$ cat config.mk
export PLATFORM = sky130hd
export DESIGN_NAME = logic_unit_pipe_flat
export DESIGN_NICKNAME = d
export VERILOG_FILES = /design/src/rtl/logic_unit_pkg.sv /design/src/rtl/logic_unit_pipe_if.sv /design/src/rtl/logic_op_alu.sv /design/src/rtl/logic_unit_pipe.sv /design/src/flat_wrapper.sv
export SDC_FILE = /design/constraint.sdc
export NUM_CORES = 1
export LEC_CHECK = 0
export ABC_AREA = 1
export CAP_MARGIN = 30
export CORE_MARGIN = 2
export CORE_UTILIZATION = 55
export CTS_CLUSTER_DIAMETER = 200
export DETAILED_ROUTE_END_ITERATION = 7
export PLACE_DENSITY = 0.9
export SLEW_MARGIN = 20
export SYNTH_ARGS = -nofsm -noshare
export SYNTH_HDL_FRONTEND = slang
export SYNTH_SLANG_ARGS = --single-unit
$ cat constraint.sdc
create_clock -name clk -period 2.9 [get_ports clk]
set_input_delay 0.29 -clock clk [delete_from_list [all_inputs] [get_ports clk]]
set_output_delay 0.29 -clock clk [all_outputs]
set_load 0.1 [all_outputs]
$ cat src/rtl/logic_unit_pkg.sv
// Shared definitions for the pipelined logic unit: opcode encoding and widths.
package logic_unit_pkg;

    localparam int OP_W = 3;

    typedef enum logic [OP_W-1:0] {
        OP_AND  = 3'd0,
        OP_OR   = 3'd1,
        OP_NOT  = 3'd2,
        OP_NAND = 3'd3,
        OP_NOR  = 3'd4,
        OP_XOR  = 3'd5,
        OP_XNOR = 3'd6,
        OP_PASS = 3'd7
    } opcode_t;

endpackage

$ cat src/rtl/logic_unit_pipe_if.sv
// Operand/result valid-ready bus of the logic unit. The producer/consumer side
// uses the master modport, the pipeline uses the slave modport.
interface logic_unit_pipe_if #(
    parameter int WIDTH = 8,
    parameter int CNT_W = 16
);
    // Operand channel
    logic                            in_valid;
    logic                            in_ready;
    logic [logic_unit_pkg::OP_W-1:0] op;
    logic [WIDTH-1:0]                a;
    logic [WIDTH-1:0]                b;

    // Result channel
    logic                            out_valid;
    logic                            out_ready;
    logic [WIDTH-1:0]                y;
    logic                            zero;
    logic                            parity;

    // Status
    logic [CNT_W-1:0]                op_count;

    modport master (
        output in_valid, op, a, b, out_ready,
        input  in_ready, out_valid, y, zero, parity, op_count
    );

    modport slave (
        input  in_valid, op, a, b, out_ready,
        output in_ready, out_valid, y, zero, parity, op_count
    );

endinterface

$ cat src/rtl/logic_op_alu.sv
// Combinational bitwise ALU: applies the selected opcode to two operands and
// derives the zero and parity flags of the result.
module logic_op_alu
    import logic_unit_pkg::*;
#(
    parameter int WIDTH = 8
) (
    input  logic [OP_W-1:0]  op_i,
    input  logic [WIDTH-1:0] a_i,
    input  logic [WIDTH-1:0] b_i,
    output logic [WIDTH-1:0] y_o,
    output logic             zero_o,
    output logic             parity_o
);

    // Opcode decode to the bitwise result
    always_comb begin
        // NOTE: default assignment first so no path leaves y_o unassigned (no latch).
        y_o = '0;
        case (opcode_t'(op_i))
            OP_AND:  y_o = a_i & b_i;
            OP_OR:   y_o = a_i | b_i;
            OP_NOT:  y_o = ~a_i;
            OP_NAND: y_o = ~(a_i & b_i);
            OP_NOR:  y_o = ~(a_i | b_i);
            OP_XOR:  y_o = a_i ^ b_i;
            OP_XNOR: y_o = ~(a_i ^ b_i);
            OP_PASS: y_o = a_i;
            default: y_o = '0;
        endcase
    end

    assign zero_o   = (y_o == '0);
    assign parity_o = ^y_o;

endmodule

$ cat src/rtl/logic_unit_pipe.sv
// Two-stage valid/ready pipeline around logic_op_alu. S1 holds the operands,
// S2 holds the registered result and flags. A saturating counter tracks
// completed output handshakes.
module logic_unit_pipe
    import logic_unit_pkg::*;
#(
    parameter int WIDTH = 8,
    parameter int CNT_W = 16
) (
    input  logic              clk,
    input  logic              rst_n,
    logic_unit_pipe_if.slave  bus
);

    localparam logic [CNT_W-1:0] CNT_MAX = '1;

    // Stage 1: operands
    logic             s1_valid_q, s1_valid_d;
    logic [OP_W-1:0]  s1_op_q;
    logic [WIDTH-1:0] s1_a_q;
    logic [WIDTH-1:0] s1_b_q;

    // Stage 2: result and flags
    logic             s2_valid_q, s2_valid_d;
    logic [WIDTH-1:0] s2_y_q;
    logic             s2_zero_q;
    logic             s2_parity_q;

    // Completed-operation counter
    logic [CNT_W-1:0] cnt_q, cnt_d;

    // ALU outputs computed from S1
    logic [WIDTH-1:0] alu_y;
    logic             alu_zero;
    logic             alu_parity;

    // Ready chain and advance strobes
    logic s1_ready;
    logic s2_ready;
    logic s1_load;
    logic s2_load;
    logic out_fire;

    assign s2_ready = !s2_valid_q || bus.out_ready;
    assign s1_ready = !s1_valid_q || s2_ready;
    assign s1_load  = bus.in_valid && s1_ready;
    assign s2_load  = s1_valid_q && s2_ready;
    assign out_fire = s2_valid_q && bus.out_ready;

    logic_op_alu #(
        .WIDTH (WIDTH)
    ) u_alu (
        .op_i     (s1_op_q),
        .a_i      (s1_a_q),
        .b_i      (s1_b_q),
        .y_o      (alu_y),
        .zero_o   (alu_zero),
        .parity_o (alu_parity)
    );

    // Next-state of stage valids and the saturating counter
    always_comb begin
        s1_valid_d = s1_valid_q;
        s2_valid_d = s2_valid_q;
        cnt_d      = cnt_q;
        if (s1_ready) begin
            s1_valid_d = bus.in_valid;
        end
        if (s2_ready) begin
            s2_valid_d = s1_valid_q;
        end
        if (out_fire && (cnt_q != CNT_MAX)) begin
            cnt_d = cnt_q + 1'b1;
        end
    end

    // Control state: stage valids and counter
    always_ff @(posedge clk or negedge rst_n) begin
        // NOTE: non-blocking assignments so every register samples pre-edge values.
        if (!rst_n) begin
            s1_valid_q <= 1'b0;
            s2_valid_q <= 1'b0;
            cnt_q      <= '0;
        end else begin
            s1_valid_q <= s1_valid_d;
            s2_valid_q <= s2_valid_d;
            cnt_q      <= cnt_d;
        end
    end

    // Stage 1 payload loads only on an input handshake
    always_ff @(posedge clk or negedge rst_n) begin
        // NOTE: payloads are reset too, so y/zero/parity read 0 straight out of reset.
        if (!rst_n) begin
            s1_op_q <= '0;
            s1_a_q  <= '0;
            s1_b_q  <= '0;
        end else if (s1_load) begin
            s1_op_q <= bus.op;
            s1_a_q  <= bus.a;
            s1_b_q  <= bus.b;
        end
    end

    // Stage 2 payload loads only when S1 advances into it
    always_ff @(posedge clk or negedge rst_n) begin
        if (!rst_n) begin
            s2_y_q      <= '0;
            s2_zero_q   <= 1'b0;
            s2_parity_q <= 1'b0;
        end else if (s2_load) begin
            s2_y_q      <= alu_y;
            s2_zero_q   <= alu_zero;
            s2_parity_q <= alu_parity;
        end
    end

    assign bus.in_ready  = s1_ready;
    assign bus.out_valid = s2_valid_q;
    assign bus.y         = s2_y_q;
    assign bus.zero      = s2_zero_q;
    assign bus.parity    = s2_parity_q;
    assign bus.op_count  = cnt_q;

endmodule

$ cat src/flat_wrapper.sv
// flat-port wrapper written by rule: the top's interface ports become plain ports
module logic_unit_pipe_flat import logic_unit_pkg::*;
#(
    parameter int WIDTH = 8,
    parameter int CNT_W = 16
)
  (clk, rst_n, bus_in_valid, bus_op, bus_a, bus_b, bus_out_ready, bus_in_ready, bus_out_valid, bus_y, bus_zero, bus_parity, bus_op_count);
  logic_unit_pipe_if #(.WIDTH(WIDTH), .CNT_W(CNT_W)) bus_i ();
  input  logic clk;
  input  logic rst_n;
  input wire logic [$bits(bus_i.in_valid)-1:0] bus_in_valid;
  input wire logic [$bits(bus_i.op)-1:0] bus_op;
  input wire logic [$bits(bus_i.a)-1:0] bus_a;
  input wire logic [$bits(bus_i.b)-1:0] bus_b;
  input wire logic [$bits(bus_i.out_ready)-1:0] bus_out_ready;
  output wire logic [$bits(bus_i.in_ready)-1:0] bus_in_ready;
  output wire logic [$bits(bus_i.out_valid)-1:0] bus_out_valid;
  output wire logic [$bits(bus_i.y)-1:0] bus_y;
  output wire logic [$bits(bus_i.zero)-1:0] bus_zero;
  output wire logic [$bits(bus_i.parity)-1:0] bus_parity;
  output wire logic [$bits(bus_i.op_count)-1:0] bus_op_count;
  assign bus_i.in_valid = bus_in_valid;
  assign bus_i.op = bus_op;
  assign bus_i.a = bus_a;
  assign bus_i.b = bus_b;
  assign bus_i.out_ready = bus_out_ready;
  assign bus_in_ready = bus_i.in_ready;
  assign bus_out_valid = bus_i.out_valid;
  assign bus_y = bus_i.y;
  assign bus_zero = bus_i.zero;
  assign bus_parity = bus_i.parity;
  assign bus_op_count = bus_i.op_count;
  logic_unit_pipe #(.WIDTH(WIDTH), .CNT_W(CNT_W)) u_core (.clk(clk), .rst_n(rst_n), .bus(bus_i));
endmodule
==> impl_metrics.env <==
export IMPL_start_kind="flop"
export IMPL_root_buffer="clkbuf_8"
export IMPL_required_ps=3070
export IMPL_grt_pass1_wl_um=12720
export IMPL_ir_drop_uv=606.9
export IMPL_synthMuxAreaShare=0
export IMPL_drt_total_wl_um=7202
export IMPL_power_share_sequential=0.315
export IMPL_vias=3056
export IMPL_grt_pass1_vias=2879
export IMPL_synth_top_family_by_area="simple AND/OR/NAND/NOR gates"
export IMPL_first_pass_iters=5
export IMPL_tightest_slew_ps=708.2
export IMPL_yosys_area_share_simple=0.3824
export IMPL_clkTransAtPathRegs_ps=90
export IMPL_hold_slack_ps=420.7
export IMPL_port_buffers=50
export IMPL_htreeDepth=2
export IMPL_rows=27
export IMPL_layout_commonest_cell="nand2_1"
export IMPL_start_util=0.5728
export IMPL_rsz0062_at_grt="no"
export IMPL_crit_type="flop to flop"
export IMPL_synth_compound_area_frac=0.04086
export IMPL_timing_final_crit_period_ps=2499
export IMPL_worst_endpoint_arrival_ps=2670
export IMPL_wire_per_inst_um=12.61
export IMPL_cts_tree="yes"
export IMPL_grt_total_usage=0.2508
export IMPL_viasPerCell=5.352
export IMPL_drc=0
export IMPL_grt_max_degree=40
export IMPL_synth_area_leader_cell="dfrtp_1"
export IMPL_areaGrowthSynthToFinish_pct=18.44
export IMPL_synth_seq_area_share=0.3729
export IMPL_clkPwrFrac=0.131
export IMPL_synth_fa_ha_area_frac=0.08330
export IMPL_postRouteAntennaNets=0
export IMPL_syn_inst=449
export IMPL_synth_area_top_cells="dfrtp_1 37%, nand2_1 18%, ha_1 8.3%"
export IMPL_yosysTopAreaCellShare=0.3729
export IMPL_outcome="finished clean"
export IMPL_setup_viol=0
export IMPL_syn_num_nets=493
export IMPL_layout_drive_gt1_share=0.1022
export IMPL_placedCellCount=562
export IMPL_place_worst_setup_slack_ps=472.9
export IMPL_ys_ff_latch=47
export IMPL_slew_violations=0
export IMPL_pin_count=51
export IMPL_synthXorXnorAreaFrac=0.03332
export IMPL_grt_antenna_before_repair=0
export IMPL_path_max_fanout=13
export IMPL_ys_types=24
export IMPL_comb_power_share=0.554
export IMPL_die_height_um=79.73
export IMPL_tns_ps=0
export IMPL_slew_headroom=0.5279
export IMPL_grt_overflow=0
export IMPL_post_cts_buffers=0
export IMPL_finClkSkew_ps=5.398
export IMPL_cts_buffers=5
export IMPL_cp_end_kind="flop"
export IMPL_final_period_utilization=0.8618
export IMPL_fin_nets=542
export IMPL_postLayoutCoreUtil=0.6785
export IMPL_setup_ws_ps=400.7
export IMPL_drtIter0Drc=191
export IMPL_final_cell_mix="155 x nand2_1, 55 x nor2_1, 51 x inv_1"
export IMPL_die_area_um2=6357
export IMPL_die_w_um=79.73
export IMPL_maxCapViolations=0
export IMPL_coreArea_um2=5507
export IMPL_clk_latency_ps=300
export IMPL_clock_path_buffers=2
export IMPL_rrSetupSlack_ps=400
export IMPL_layout_cells_non_filler=571
export IMPL_gp_congestion=0.9127
export IMPL_hold_violations=0
export IMPL_hold_path_class="input pin to asynchronous set/reset pin"
export IMPL_p_sw_frac=0.5256
export IMPL_fmax_mhz=400.1
export IMPL_hpwl_um=5334
export IMPL_switchingPower_mw=1.537
export IMPL_cellPowerDensity_nw_per_um2=782.7
export IMPL_p_leak_nw=2.027
export IMPL_yosys_warnings=0
export IMPL_syn_area_um2=3154
export IMPL_num_antenna_cells=0
export IMPL_internal_power_mw=1.387
export IMPL_syn_avg_cell_area_um2=7.025
export IMPL_clock_sinks=47
flip-flops by register name, summed over array words and instances (netlist names):
register / count
u_core.bus.op_count: 16
u_core.bus.y: 8
u_core.s1_a_q: 8
u_core.s1_b_q: 8
u_core.s1_op_q: 3
u_core.bus.out_valid: 1
u_core.bus.parity: 1
u_core.bus.zero: 1
u_core.s1_valid_q: 1
metrics by stage:
stage	power (mW)	instance area, um2
after CTS	2.934	3736
after global routing	3.118	3736
after global placement	2.504	3625
final	2.924	3736
after detailed placement	2.549	3645
after floorplan	2.185	3159
cells by family (layout without fill, tap and decap cells):
group           Yosys count  in the layout
simple gates            277            277
buf+inv                  67            117
flops                    47             47
compound gates           25             25
fa+ha+maj                21             21
xor+xnor                 12             12
area by class of cell:
type	count	area, um2
Clock inverter	1	5.005
Fill cell	479	1770
Sequential cell	47	1176
Clock buffer	7	76.32
Inverter	54	202.7
Tap cell	72	90.09
Multi-Input combinational cell	335	1708
Timing Repair Buffer	55	478.0
critical path, stage by stage (launching register included):
cell and delay (ps):
dfrtp_1 630, nand2_1 90, nor2_1 510, nand2_1 100, nand2_1 100, nor2_1 50
nand3_1 120, inv_1 60, ha_1 310, xnor2_1 180, xnor2_1 130, o21ai_0 90
power groups by stage:
stage | Sequential [mW] | Clock (mW) | Combinational, mW
2_1_floorplan | 1.58 | 0 | 0.607
3_3_place_gp | 0.928 | 0 | 1.58
3_5_place_dp | 0.931 | 0 | 1.62
4_1_cts | 0.919 | 0.391 | 1.62
5_1_grt | 0.946 | 0.418 | 1.76
6_report | 0.921 | 0.382 | 1.62
cell usage after synthesis:
master	n
nor2_2	3
xor2_1	4
clkbuf_1	4
inv_1	51
o21ai_0	4
nor3_4	1
a21oi_2	1
nand3_4	1
buf_2	7
xnor2_1	8
nand4_1	18
nor2_4	1
buf_6	2
clkinv_1	1
nand2_2	1
a21oi_1	20
ha_1	21
inv_2	2
nand3b_1	8
dfrtp_1	47
nor2_1	55
nand3_2	1
nand2_1	155
nand3_1	33
routing by layer:
metal,global-route usage,up-vias,wire (um)
met5,0,-,0
met3,0.04412,26,448
met4,0.1034,0,217
met1,0.2953,1404,2854
li1,-,1509,-
met2,0.4496,117,3681
path summary, 6_finish.rpt:
| path | from | endpoint | cells past startpoint |
|---|---|---|---|
| max | u_core.s1_op_q[1] | u_core.bus.parity | 11 |
| min | rst_n | u_core.bus.op_count[3] | 2 |
| max reg2reg | u_core.s1_op_q[1] | u_core.bus.parity | 11 |
| min reg2reg | u_core.bus.y[4] | u_core.bus.y[4] | 2 |
| max in group asynchronous | rst_n | u_core.s1_b_q[5] | 3 |
| min in group clk | u_core.bus.y[4] | u_core.bus.y[4] | 2 |
what timing repair did:
| action | in CTS | in global routing |
|---|---|---|
| hold buffers | 1 | 0 |
| endpoints found under the hold margin | 13 | 0 |
| gates resized for setup | 0 | 0 |
Note: power is estimated with default switching activity, not from simulation.
